## config.mk

```make
export PLATFORM = sky130hd
export DESIGN_NAME = store_unit
export DESIGN_NICKNAME = d
export VERILOG_FILES = /design/src/rtl/store_unit.sv
export SDC_FILE = /design/constraint.sdc
export NUM_CORES = 1
export LEC_CHECK = 0
export CORE_MARGIN = 4
export CORE_UTILIZATION = 30
export CTS_CLUSTER_DIAMETER = 30
export CTS_CLUSTER_SIZE = 25
export DETAILED_ROUTE_END_ITERATION = 10
export GPL_ROUTABILITY_DRIVEN = 0
export PLACE_DENSITY = 0.7
export SLEW_MARGIN = 40
export SYNTH_ARGS = -nofsm -noshare
export SYNTH_HDL_FRONTEND = slang
export SYNTH_SLANG_ARGS = --single-unit
```

## constraint.sdc

```tcl
create_clock -name clk -period 2 [get_ports clk]
set_input_delay 0.2 -clock clk [delete_from_list [all_inputs] [get_ports clk]]
set_output_delay 0.2 -clock clk [all_outputs]
set_load 0.02 [all_outputs]
```

## src/rtl/store_unit.sv

```systemverilog
// store_unit: MIPS store path; places data in byte lanes, builds strobes, checks alignment.
// Build option STORE_ZERO_LANES_EN zeroes inactive byte lanes in mem_wdata.
module store_unit #(
    parameter int WORD_SIZE = 32,
    parameter int ADDR_W    = 32
) (
    input  logic                 clk,
    input  logic                 rst_n,
    input  logic                 req_valid,
    output logic                 req_ready,
    input  logic [ADDR_W-1:0]    req_addr,
    input  logic [WORD_SIZE-1:0] req_data,
    input  logic [1:0]           req_size,
    output logic                 mem_wvalid,
    input  logic                 mem_wready,
    output logic [ADDR_W-1:0]    mem_waddr,
    output logic [WORD_SIZE-1:0] mem_wdata,
    output logic [3:0]           mem_wstrb,
    output logic                 done,
    output logic                 misalign,
    output logic                 busy
);

    typedef enum logic [1:0] {
        IDLE  = 2'd0,
        ISSUE = 2'd1,
        ERR   = 2'd2
    } state_t;

    state_t               state;
    state_t               state_nx;
    logic                 accept;
    logic                 bad;
    logic [3:0]           strb_c;
    logic [WORD_SIZE-1:0] rep_c;
    logic [WORD_SIZE-1:0] wdata_c;
    logic                 done_q;

    assign accept = req_valid && req_ready;
    assign done   = done_q;

    // Size decode: replicate the narrow value, pick lanes, flag misalignment
    always_comb begin
        bad    = 1'b0;
        strb_c = 4'b0000;
        rep_c  = '0;
        unique case (1'b1)
            req_size == 2'b00: begin
                strb_c = 4'b0001 << req_addr[1:0];
                rep_c  = {4{req_data[7:0]}};
            end
            req_size == 2'b01: begin
                bad    = req_addr[0];
                strb_c = req_addr[1] ? 4'b1100 : 4'b0011;
                rep_c  = {2{req_data[15:0]}};
            end
            req_size == 2'b10: begin
                bad    = |req_addr[1:0];
                strb_c = 4'b1111;
                rep_c  = req_data;
            end
            default: bad = 1'b1;
        endcase
    end

`ifdef STORE_ZERO_LANES_EN
    logic [WORD_SIZE-1:0] lane_mask;

    assign lane_mask = {{8{strb_c[3]}}, {8{strb_c[2]}},
                        {8{strb_c[1]}}, {8{strb_c[0]}}};
    assign wdata_c   = rep_c & lane_mask;
`else
    assign wdata_c   = rep_c;
`endif

    always_ff @(posedge clk or negedge rst_n) begin
        if (!rst_n) begin
            state <= IDLE;
        end else begin
            state <= state_nx;
        end
    end

    always_comb begin
        state_nx = state;
        case (state)
            IDLE: begin
                if (accept) begin
                    state_nx = bad ? ERR : ISSUE;
                end
            end
            ISSUE: begin
                if (mem_wready) begin
                    state_nx = IDLE;
                end
            end
            ERR:     state_nx = IDLE;
            default: state_nx = IDLE;
        endcase
    end

    always_comb begin
        req_ready  = 1'b0;
        busy       = 1'b1;
        mem_wvalid = 1'b0;
        misalign   = 1'b0;
        case (state)
            IDLE: begin
                req_ready = 1'b1;
                busy      = 1'b0;
            end
            ISSUE:   mem_wvalid = 1'b1;
            ERR:     misalign   = 1'b1;
            default: busy       = 1'b1;
        endcase
    end

    // Write beat is captured once and held for the whole ISSUE stall
    always_ff @(posedge clk or negedge rst_n) begin
        if (!rst_n) begin
            mem_waddr <= '0;
            mem_wdata <= '0;
            mem_wstrb <= 4'b0000;
            done_q    <= 1'b0;
        end else begin
            done_q <= (state == ISSUE) && mem_wready;
            if (accept && !bad) begin
                mem_waddr <= {req_addr[ADDR_W-1:2], 2'b00};
                mem_wdata <= wdata_c;
                mem_wstrb <= strb_c;
            end
        end
    end

endmodule

```

* Word level (Yosys, flattened, before mapping)
Index checks and enable logic that the tools add are counted.
** Storage, ports and cells
- Input port bits :: 70
- Bits in registers :: 69
- Word-level logic and storage cells :: 32
- Output and inout bits :: 73
** Operators by class
- Mux-type cells :: 12
- Equal/unequal tests :: 6
- Reductions and logical operators :: 8
- Shift operators :: 1
** Operators by type and width (number)
- 32-bit case mux with 3 select lines :: 1
- 4-bit case mux with 3 select lines :: 1
- 2-bit two-way mux :: 3
- 2-bit by 1-bit == test with 1-bit output, second input constant :: 2
- 2-bit == test, second input constant :: 2
- 2-bit logical NOT :: 2
- 1-bit two-way mux :: 4
- 4-bit two-way mux :: 1
- 2-bit != test, second input constant :: 2
- 2-bit case mux with 2 select lines :: 1
- 1-bit by 2-bit left shift with 4-bit output, first input constant :: 1
- 1-bit logical AND :: 3
- 1-bit case mux with 3 select lines :: 1
- 2-bit AND reduction :: 1
- 2-bit OR reduction :: 1
- 1-bit logical NOT :: 1

* Logic depth before layout (Yosys ltp)
- Depth after elaboration :: 5
- Gate-level depth with buffers :: 5
- Gate-level depth less buffers :: 3

* Worst setup path after synthesis
No wires, ideal clock.
- Path type :: reg-to-reg
- Start point :: reg state[1]
- End point :: reg mem_wdata[13]
- Setup time :: 128 ps
- Setup slack :: 483 ps
- Path buffers :: 1
- Stages on the path, launching flop included :: 5
- Data required time :: 1872 ps
- Clock period less this slack :: 1517 ps
- Arrival time :: 1390 ps
- Cell sequence :: dfrtp_1 nor3b_4 nand3_4 buf_6 mux2_1
** On the way
- Word-level cells in the longest chain between the ends :: 4
** RTL lines
- start: declaration :: line 30 : state_t state;
- start signal: assignment :: line 80 : state <= state_nx;
- 2-bit logical NOT :: line 107 : case (state)
- 1-bit two-way mux :: line 107
- 1-bit logical AND :: line 39 : assign accept = req_valid && req_ready;
- 1-bit logical AND :: line 127 : if (accept && !bad) begin
- end signal: assignment :: line 129 : mem_wdata <= wdata_c;
- end: declaration :: line 17 : output logic [WORD_SIZE-1:0] mem_wdata,
Every way passes these cells.
A chain may end at the register's enable or synchronous reset.

* Worst setup path in the final report
- Start point :: reg state[1]
- End point :: out busy
** On the way
- Word-level cells in the longest chain between the ends :: 2
** RTL lines
- 2-bit logical NOT :: line 107
- 1-bit two-way mux :: line 107
- end: declaration :: line 21 : output logic busy
Every way passes these cells.

==> results_dict.tcl <==
set metrics [dict create \
    status "complete, no violations" \
    relSlewSlack_pct 55.8 \
    use_met1_pct 17.7 \
    chipWidth_um 114 \
    antenna_found_initial 0 \
    power_leakage_nw 2.41 \
    cts_tree "yes" \
    muxShareOfSynthArea_pct 31.1 \
    drtPass1Iterations 4 \
    grt_use_total_pct 14.1 \
    tightest_slew_ns 0.661 \
    final_common_cell "clkdlybuf4s50_1" \
    route.detailed.drc 0 \
    syn_area_per_cell_sq_um 14.3 \
    ys_seq_area_share_pct 51.1 \
    syn_area_sq_um 3380 \
    io_buffers 140 \
    die_h_um 114 \
    slew_viol_final 0 \
    fin_hold_ws_ns 0.364 \
    finalNetCount 455 \
    ir_drop_mv 0.501 \
    cts.reportedPaths.clkPinSlew_ns 0.06 \
    critPathSlowestCell "clkdlybuf4s50_1" \
    fin_tns_setup_ns 0 \
    met3_usage_pct 3.59 \
    area_growth_pct 56.0 \
    grt_setup_unrepaired "no" \
    powerDensity_nw_per_um2 1170 \
    drtAntennaViolNets 0 \
    fin_crit_sh_pct 91.5 \
    h-tree-depth 3 \
    drive_gt1_share_pct 22.8 \
    vias 2500 \
    coreArea_sq_um 10900 \
    synth_xor_area_share_pct 0.259 \
    crit_required_ns 1.80 \
    min_period_ns 1.83 \
    maxCapViolations 0 \
    synth_seq_cells 69 \
    hold_viol 0 \
    grt_pass1_wl_um 14400 \
    crit_chain "or2_2 -> clkdlybuf4s50_1" \
    cts_setup_buffers 0 \
    route.final.wire_length_um 8840 \
    fp-row-count 38 \
    antenna_cells 0 \
    drt_iter0_drc 99 \
    skew_ns 0.00397 \
    drt-wirelength-per-cell_um 16.7 \
    die_area_sq_um 13000 \
    clock_latency_ns 0.32 \
    critPathMaxStageDelay_ns 0.54 \
    syn_inst 237 \
    start_util_pct 30.9 \
    via_per_inst 4.72 \
    synth_top_family_by_area "multiplexers" \
    worst-setup-path-type "reg -> out" \
    clockBufferDepth 2 \
    io_pins 143 \
    grt-ovfl-total 0 \
    grt_pass1_vias 2693 \
    mostFrequentLayoutCells "clkdlybuf4s50_1 (138), dfrtp_1 (69), mux2_4 (51)" \
    post_synth_and_or_nand_nor_area_fraction_pct 5.70 \
    worst_setup_path_end_kind "output port" \
    hp-class "in -> async" \
    cp.arrival_ns 1.63 \
    root_buffer "clkbuf_16" \
    numClockSinks 69 \
    cp_top_family "buffers and inverters" \
    power_mw 6.15 \
    dpl.hpwl_um 6570 \
    yosys_warnings 0 \
    numCtsBuffers 9 \
    worst_setup_path_start_kind "flop" \
    synth_fa_ha_area_share_pct 0 \
    grt_max_degree 47 \
    crit_buf_inv 1 \
    fmax_ghz 0.546 \
    busiest_layer "met2" \
    synthDistinctLibCells 34 \
    critPathMaxFanout 6 \
    setup_violations 0 \
    synth_compound_area_share_pct 7.51 \
    grt_use_met2_pct 23.3 \
]
==> registers in the layout, summed over array words and instances (netlist names) <==
name	flops
mem_wstrb	4
state	2
mem_wdata	32
done	1
mem_waddr	30
==> what timing repair did <==
| item | 4_1_cts | 5_1_grt |
|---|---|---|
| hold endpoints to repair | 29 | 0 |
| gates resized for setup | 0 | 1 |
| setup endpoints to repair | 0 | 1 |
| hold buffers | 1 | 0 |
==> cell usage after synthesis, drive strengths merged <==
cell	instances	area [sq um]
nor2	3	11.3
a32o	1	10.0
dfrtp	69	1730
inv	4	15.0
mux2i	16	160
nand2	3	11.3
nand3	3	27.5
and2	1	6.26
conb	1	3.75
nor3b	1	18.8
clkbuf	5	18.8
buf	13	111
a221o	2	20.0
mux2	62	890
nor4b	1	8.76
a22o	10	87.6
nand3b	8	60.1
nand2b	1	6.26
o221ai	1	8.76
nor2b	2	12.5
xnor2	1	8.76
o21ai	20	100
a21boi	1	7.51
or2	1	6.26
nor4	1	6.26
or3b	2	17.5
a21oi	4	20.0
==> logic make-up (layout without fill, tap and decap cells) <==
family | count (synthesis) | in the layout
AO/OA/AOI/OAI | 39 | 39
XOR/XNOR | 1 | 1
buffers and inverters | 22 | 174
flip-flops | 69 | 69
multiplexers | 78 | 78
other | 1 | 2
AND/OR/NAND/NOR | 27 | 27
==> metrics by stage <==
| step | std cells | instance area, sq um | setup slack [ns] | utilization [%] |
|---|---|---|---|---|
| 3_5_place_dp | 513 | 4960 | 0.0738 | 45.4 |
| 5_1_grt | 530 | 5270 | 0.100 | 48.2 |
| 2_1_floorplan | 238 | 3380 | 0.483 | - |
| 3_3_place_gp | 513 | 4960 | 0.149 | 45.4 |
| 6_report | 530 | 5270 | 0.170 | 48.2 |
| 4_1_cts | 530 | 5270 | 0.0293 | 48.2 |
==> report_power, final <==
part / total [mW] / leakage [nW] / switching [mW] / internal, mW
Combinational: 2.51 / 1.43 / 1.07 / 1.44
Sequential: 2.08 / 0.834 / 0.254 / 1.83
Clock: 1.55 / 0.148 / 0.582 / 0.971
Total: 6.15 / 2.41 / 1.91 / 4.24
==> layer usage <==
| layer | vias up | wire (um) |
|---|---|---|
| met4 | 0 | 141 |
| met1 | 1223 | 3860 |
| met2 | 109 | 4220 |
| met5 | - | 0 |
| li1 | 1157 | - |
| met3 | 11 | 615 |
==> worst reg2reg max path, stage by stage (launching register included) <==
cell	delay, ns
dfrtp_1	0.44
nor3b_4	0.27
nand3_4	0.13
buf_12	0.25
mux2_4	0.37
==> layout make-up <==
cell class / count / area [sq um]
Clock buffer: 13 / 280
Clock inverter: 3 / 17.5
Fill cell: 991 / 5660
Inverter: 4 / 15.0
Multi-Input combinational cell: 147 / 1510
Sequential cell: 69 / 1730
Tap cell: 140 / 175
Timing Repair Buffer: 154 / 1550
==> worst paths after layout <==
path | endpoint | cells after the start | slack [ns] | from
max | busy | 2 | 0.17 | state[1]
min reg2reg | mem_wdata[13] | 1 | 0.50 | mem_wdata[13]
max reg2reg | mem_waddr[18] | 4 | 0.43 | state[1]
min in group clk | done | 2 | 0.48 | mem_wready
min | mem_waddr[25] | 2 | 0.36 | rst_n
max in group asynchronous | mem_waddr[21] | 3 | 1.06 | rst_n
Note: power is estimated with default switching activity, not from simulation.
==> edit 1, RTL diff (config.mk and constraints unchanged) <==
Set the parameter `ADDR_W` to 36 (it was 32).
--- a/src/rtl/store_unit.sv
+++ b/src/rtl/store_unit.sv
@@ -2,7 +2,7 @@
 // Build option STORE_ZERO_LANES_EN zeroes inactive byte lanes in mem_wdata.
 module store_unit #(
     parameter int WORD_SIZE = 32,
-    parameter int ADDR_W    = 32
+    parameter int ADDR_W    = 36
 ) (
     input  logic                 clk,
     input  logic                 rst_n,
Interface: changed (resized mem_waddr and req_addr); port bits go from 143 to 151. No check against the original RTL was run, so the function may have changed too.
==> edit 1 against the original RTL <==
  * Combinational power grew 2%
  * Design area grew 3.4%
  * Total power grew 7.4%
  * Sequential power grew 5%
  * Routed wire length grew 4.6%
  * Worst setup slack lost 0.019 ns
  * Sequential share of layout area grew 0.76 points
  * Sequential cell count grew 4
  * Synthesized area grew 1.3%
  * Synthesized cell count grew 3.8%
  * Largest cell class unchanged
==> edit 1: results (changes against the original RTL) <==
Seq/Total Area, Yosys = 53.3% (+2.3 points)
Multi-input comb cells = 151 (+2.7%)
Peak VDD IR = 0.000748 V (+49%)
Largest net degree at the start of global routing = 38 (-19%)
Seq/total area = 33.5% (+0.76 points)
# port buffers = 148 (+5.7%)
WHS = 0.386 ns (+0.0221 ns)
# clk buffers = 10 (-3)
Routed length on met3 = 684 um (+11%)
Met3 GRT Util = 4.84% (+1.2 points)
Psw = 1.99 mW (+4.4%)
Mux contribution to synthesized area = 29.5% (-1.5 points)
P_int = 4.61 mW (+8.7%)
Placed cell areas = 5100 um2 (+2.7%)
Reg2reg end = mem_wdata[20]$_DFFE_PN0P_
Final layout net count = 472 (+3.7%)
LEAKAGE = 2.42 nW (+0.21%)
Wl on met1 = 3.61 mm (-6.7%)
First-pass GRT wire length = 14.7 mm (+1.7%)
Drt initial violations = 96 (-3.0%)
Synth Area in Compound Gates = 7.41% (-0.099 points)
WL final = 9.25 mm (+4.6%)
Met1 Usage GRT = 16.6% (-1.1 points)
Signal buffers = 159 (+3.2%)
Status = complete, no violations
Clk_skew = 0.00547 ns (+0.00150 ns)
Share of post-route cells with drive strength above 1 = 22.6% (-0.24 points)
Clock-cell share = 6.31% (+0.66 points)
Met2 usage = 24.9% (+1.6 points)
Fill cells = 986 (-0.50%)
Multi-input logic portion of the cell area = 27.1% (-1.6 points)
Tot GR Track Use = 14.4% (+0.32 points)
Non-clk buf share = 29.6% (+0.32 points)
[edit 1: cell types whose count changed in the layout (fill, tap and decap cells not counted), sizes merged]
cell and change:
clkdlybuf4s50 +8, clkinvlp -1, bufinv +3, clkinv +1, buf -3, mux2 +4, dfrtp +4, clkbuf -3
[edit 1: worst reg2reg max path: cells and delay by family, from the launching register on]
kind / cells / cell delay (ns)
DFF: 1 / 0.44
and+or+nand+nor: 2 / 0.41
muxes: 1 / 0.32
buffers and inverters: 1 / 0.24
[edit 1: metrics by stage]
stage / cells / utilization, % / setup WS (ns)
after CTS: 543 / 49.4 / 0.0167
after global placement: 526 / 46.2 / 0.105
after floorplan: 247 / - / 0.465
after global routing: 543 / 49.4 / 0.0837
after detailed placement: 526 / 46.2 / 0.0538
final: 543 / 49.4 / 0.151
[edit 1: repair_timing]
| item | in CTS | in global routing |
|---|---|---|
| hold endpoints to repair | 36 | 0 |
| hold buffers | 1 | 0 |
| gates resized for setup | 0 | 1 |
| endpoints found under the setup margin | 0 | 1 |
==> edit 2, RTL diff (same settings) <==
Without the edit above. The 3 states of `state_t` get a one-hot encoding in 3 bits.
--- a/src/rtl/store_unit.sv
+++ b/src/rtl/store_unit.sv
@@ -21,10 +21,10 @@
     output logic                 busy
 );
 
-    typedef enum logic [1:0] {
-        IDLE  = 2'd0,
-        ISSUE = 2'd1,
-        ERR   = 2'd2
+    typedef enum logic [2:0] {
+        IDLE  = 3'b001,
+        ISSUE = 3'b010,
+        ERR   = 3'b100
     } state_t;
 
     state_t               state;
Check against the original RTL: no difference found for any inputs over 10 cycles, from zero or initial values and one cycle with rst_n low; not proved beyond that.
==> edit 2 against the original RTL <==
  * Synthesized area is 3.5% lower
  * Total power rose by 4.4%
  * Sequential cell count is 1 higher
  * Maximum frequency is 0.43% lower
  * Clock skew up 0.0021 ns
  * Routed wire length fell by 2.7%
  * Synthesized cell count grew 1.3%
  * Worst setup slack lost 0.0079 ns
  * Utilization is 0.14 points higher
  * Critical path depth unchanged
  * Worst hold slack gained 0.059 ns
  * Design area down 4.1%
==> edit 2: results (changes against the original RTL) <==
Status = complete, no violations
CTS clk-pin slew, worst paths = 0.08 ns (+0.02 ns)
Non-clk buf share = 30.3% (+0.94 points)
Share of post-route cells with drive strength above 1 = 24.4% (+1.5 points)
Largest cells by area after synthesis = dfrtp_1 53%, mux2_2 18%, mux2i_1 4.9%
Non-CTS inverters = 3 (-1)
Met1 Usage GRT = 17.3% (-0.39 points)
Clock Root Buffer = clkbuf_8
Multi-input comb cells = 149 (+1.4%)
Detailed Place HPWL = 6.34 mm (-3.4%)
Seq/Total Area, Yosys = 53.7% (+2.7 points)
Clock-cell share = 4.53% (-1.1 points)
Synthesized flop and latch total = 70 (+1.4%)
Clock latency at the later pin of the worst-skew pair = 0.34 ns (+0.02 ns)
Tot GR Track Use = 13.9% (-0.20 points)
Syn Area/Cell = 13.6 um2 (-4.7%)
Placed cell areas = 4820 um2 (-2.8%)
Fill cells = 992 (+0.10%)
CP Max Fanout = 5 (-1)
Drt initial violations = 101 (+2.0%)
Multi-input combinational cell area = 1370 um2 (-9.8%)
Tapcell Cnt = 136 (-2.9%)
Clk_skew = 0.00611 ns (+0.00213 ns)
# clk buffers = 9 (-4)
Yosys cell types = 37 (+8.8%)
Worst-Margin Slew = 0.665 ns (+0.00417 ns)
Placed Instances = 509 (-0.78%)
Largest net degree at the start of global routing = 71 (+51%)
Vias in the first global route = 2624 (-2.6%)
LEAKAGE = 2.16 nW (-11%)
Met2 usage = 22.5% (-0.82 points)
Synth Area in XOR/XNOR = 0.269% (+0.0094 points)
Vias = 2486 (-0.56%)
Wire length on met2 = 4.14 mm (-1.9%)
FF+latch area = 1750 um2 (+1.5%)
DP Worst Slack = 0.0634 ns (-0.0104 ns)
Design Area, Final = 5060 um2 (-4.1%)
Mux contribution to synthesized area = 27.5% (-3.6 points)
Top cells by count, synth = 69 x dfrtp_1, 52 x mux2_2, 19 x o21ai_0
==> edit 2: changes by cell type after synthesis, moves of 2 or more <==
| cell | change |
|---|---|
| a22o_1 | -2 |
| buf_2 | +2 |
| mux2_2 | +49 |
| and2_1 | +2 |
| mux2_4 | -41 |
| inv_1 | -2 |
| buf_4 | -2 |
| o21ai_0 | +2 |
| mux2_1 | -8 |
==> edit 2: logic make-up (layout without fill, tap and decap cells) <==
kind of cell           after synthesis  after routing
XOR/XNOR                             1              1
AND/OR/NAND/NOR                     29             29
other                                1              2
multiplexers                        78             78
flip-flops                          70             70
AO/OA/AOI/OAI                       39             39
buffers and inverters               22            171
==> edit 2: worst paths after layout <==
path | from | end | slack [ns] | cells past startpoint
worst max-delay path | state[0]$_DFFE_PN1P_ | req_ready | 0.16 | 2
worst min-delay path | rst_n | mem_wdata[6]$_DFFE_PN0P_ | 0.42 | 2
worst max register to register | state[0]$_DFFE_PN1P_ | mem_wdata[16]$_DFFE_PN0P_ | 0.40 | 4
worst min register to register | mem_wdata[24]$_DFFE_PN0P_ | mem_wdata[24]$_DFFE_PN0P_ | 0.51 | 1
max in group asynchronous | rst_n | mem_wdata[8]$_DFFE_PN0P_ | 1.11 | 2
min in group clk | mem_wready | state[0]$_DFFE_PN1P_ | 0.47 | 3
==> edit 2: what timing repair did <==
action,CTS,global route
hold buffers,1,0
setup endpoints to repair,1,0
endpoints found under the hold margin,69,0
gates resized for setup,1,0
==> edit 2: critical path, stage by stage (launching register included) <==
cell	delay [ns]
dfstp_2	0.56
and2_1	0.14
clkdlybuf4s50_1	0.60
==> edit 2: power by group <==
part | switching [mW] | leakage (nW) | internal [mW]
logic | 1.27 | 1.20 | 1.57
clock network | 0.591 | 0.112 | 0.722
registers | 0.299 | 0.847 | 1.96
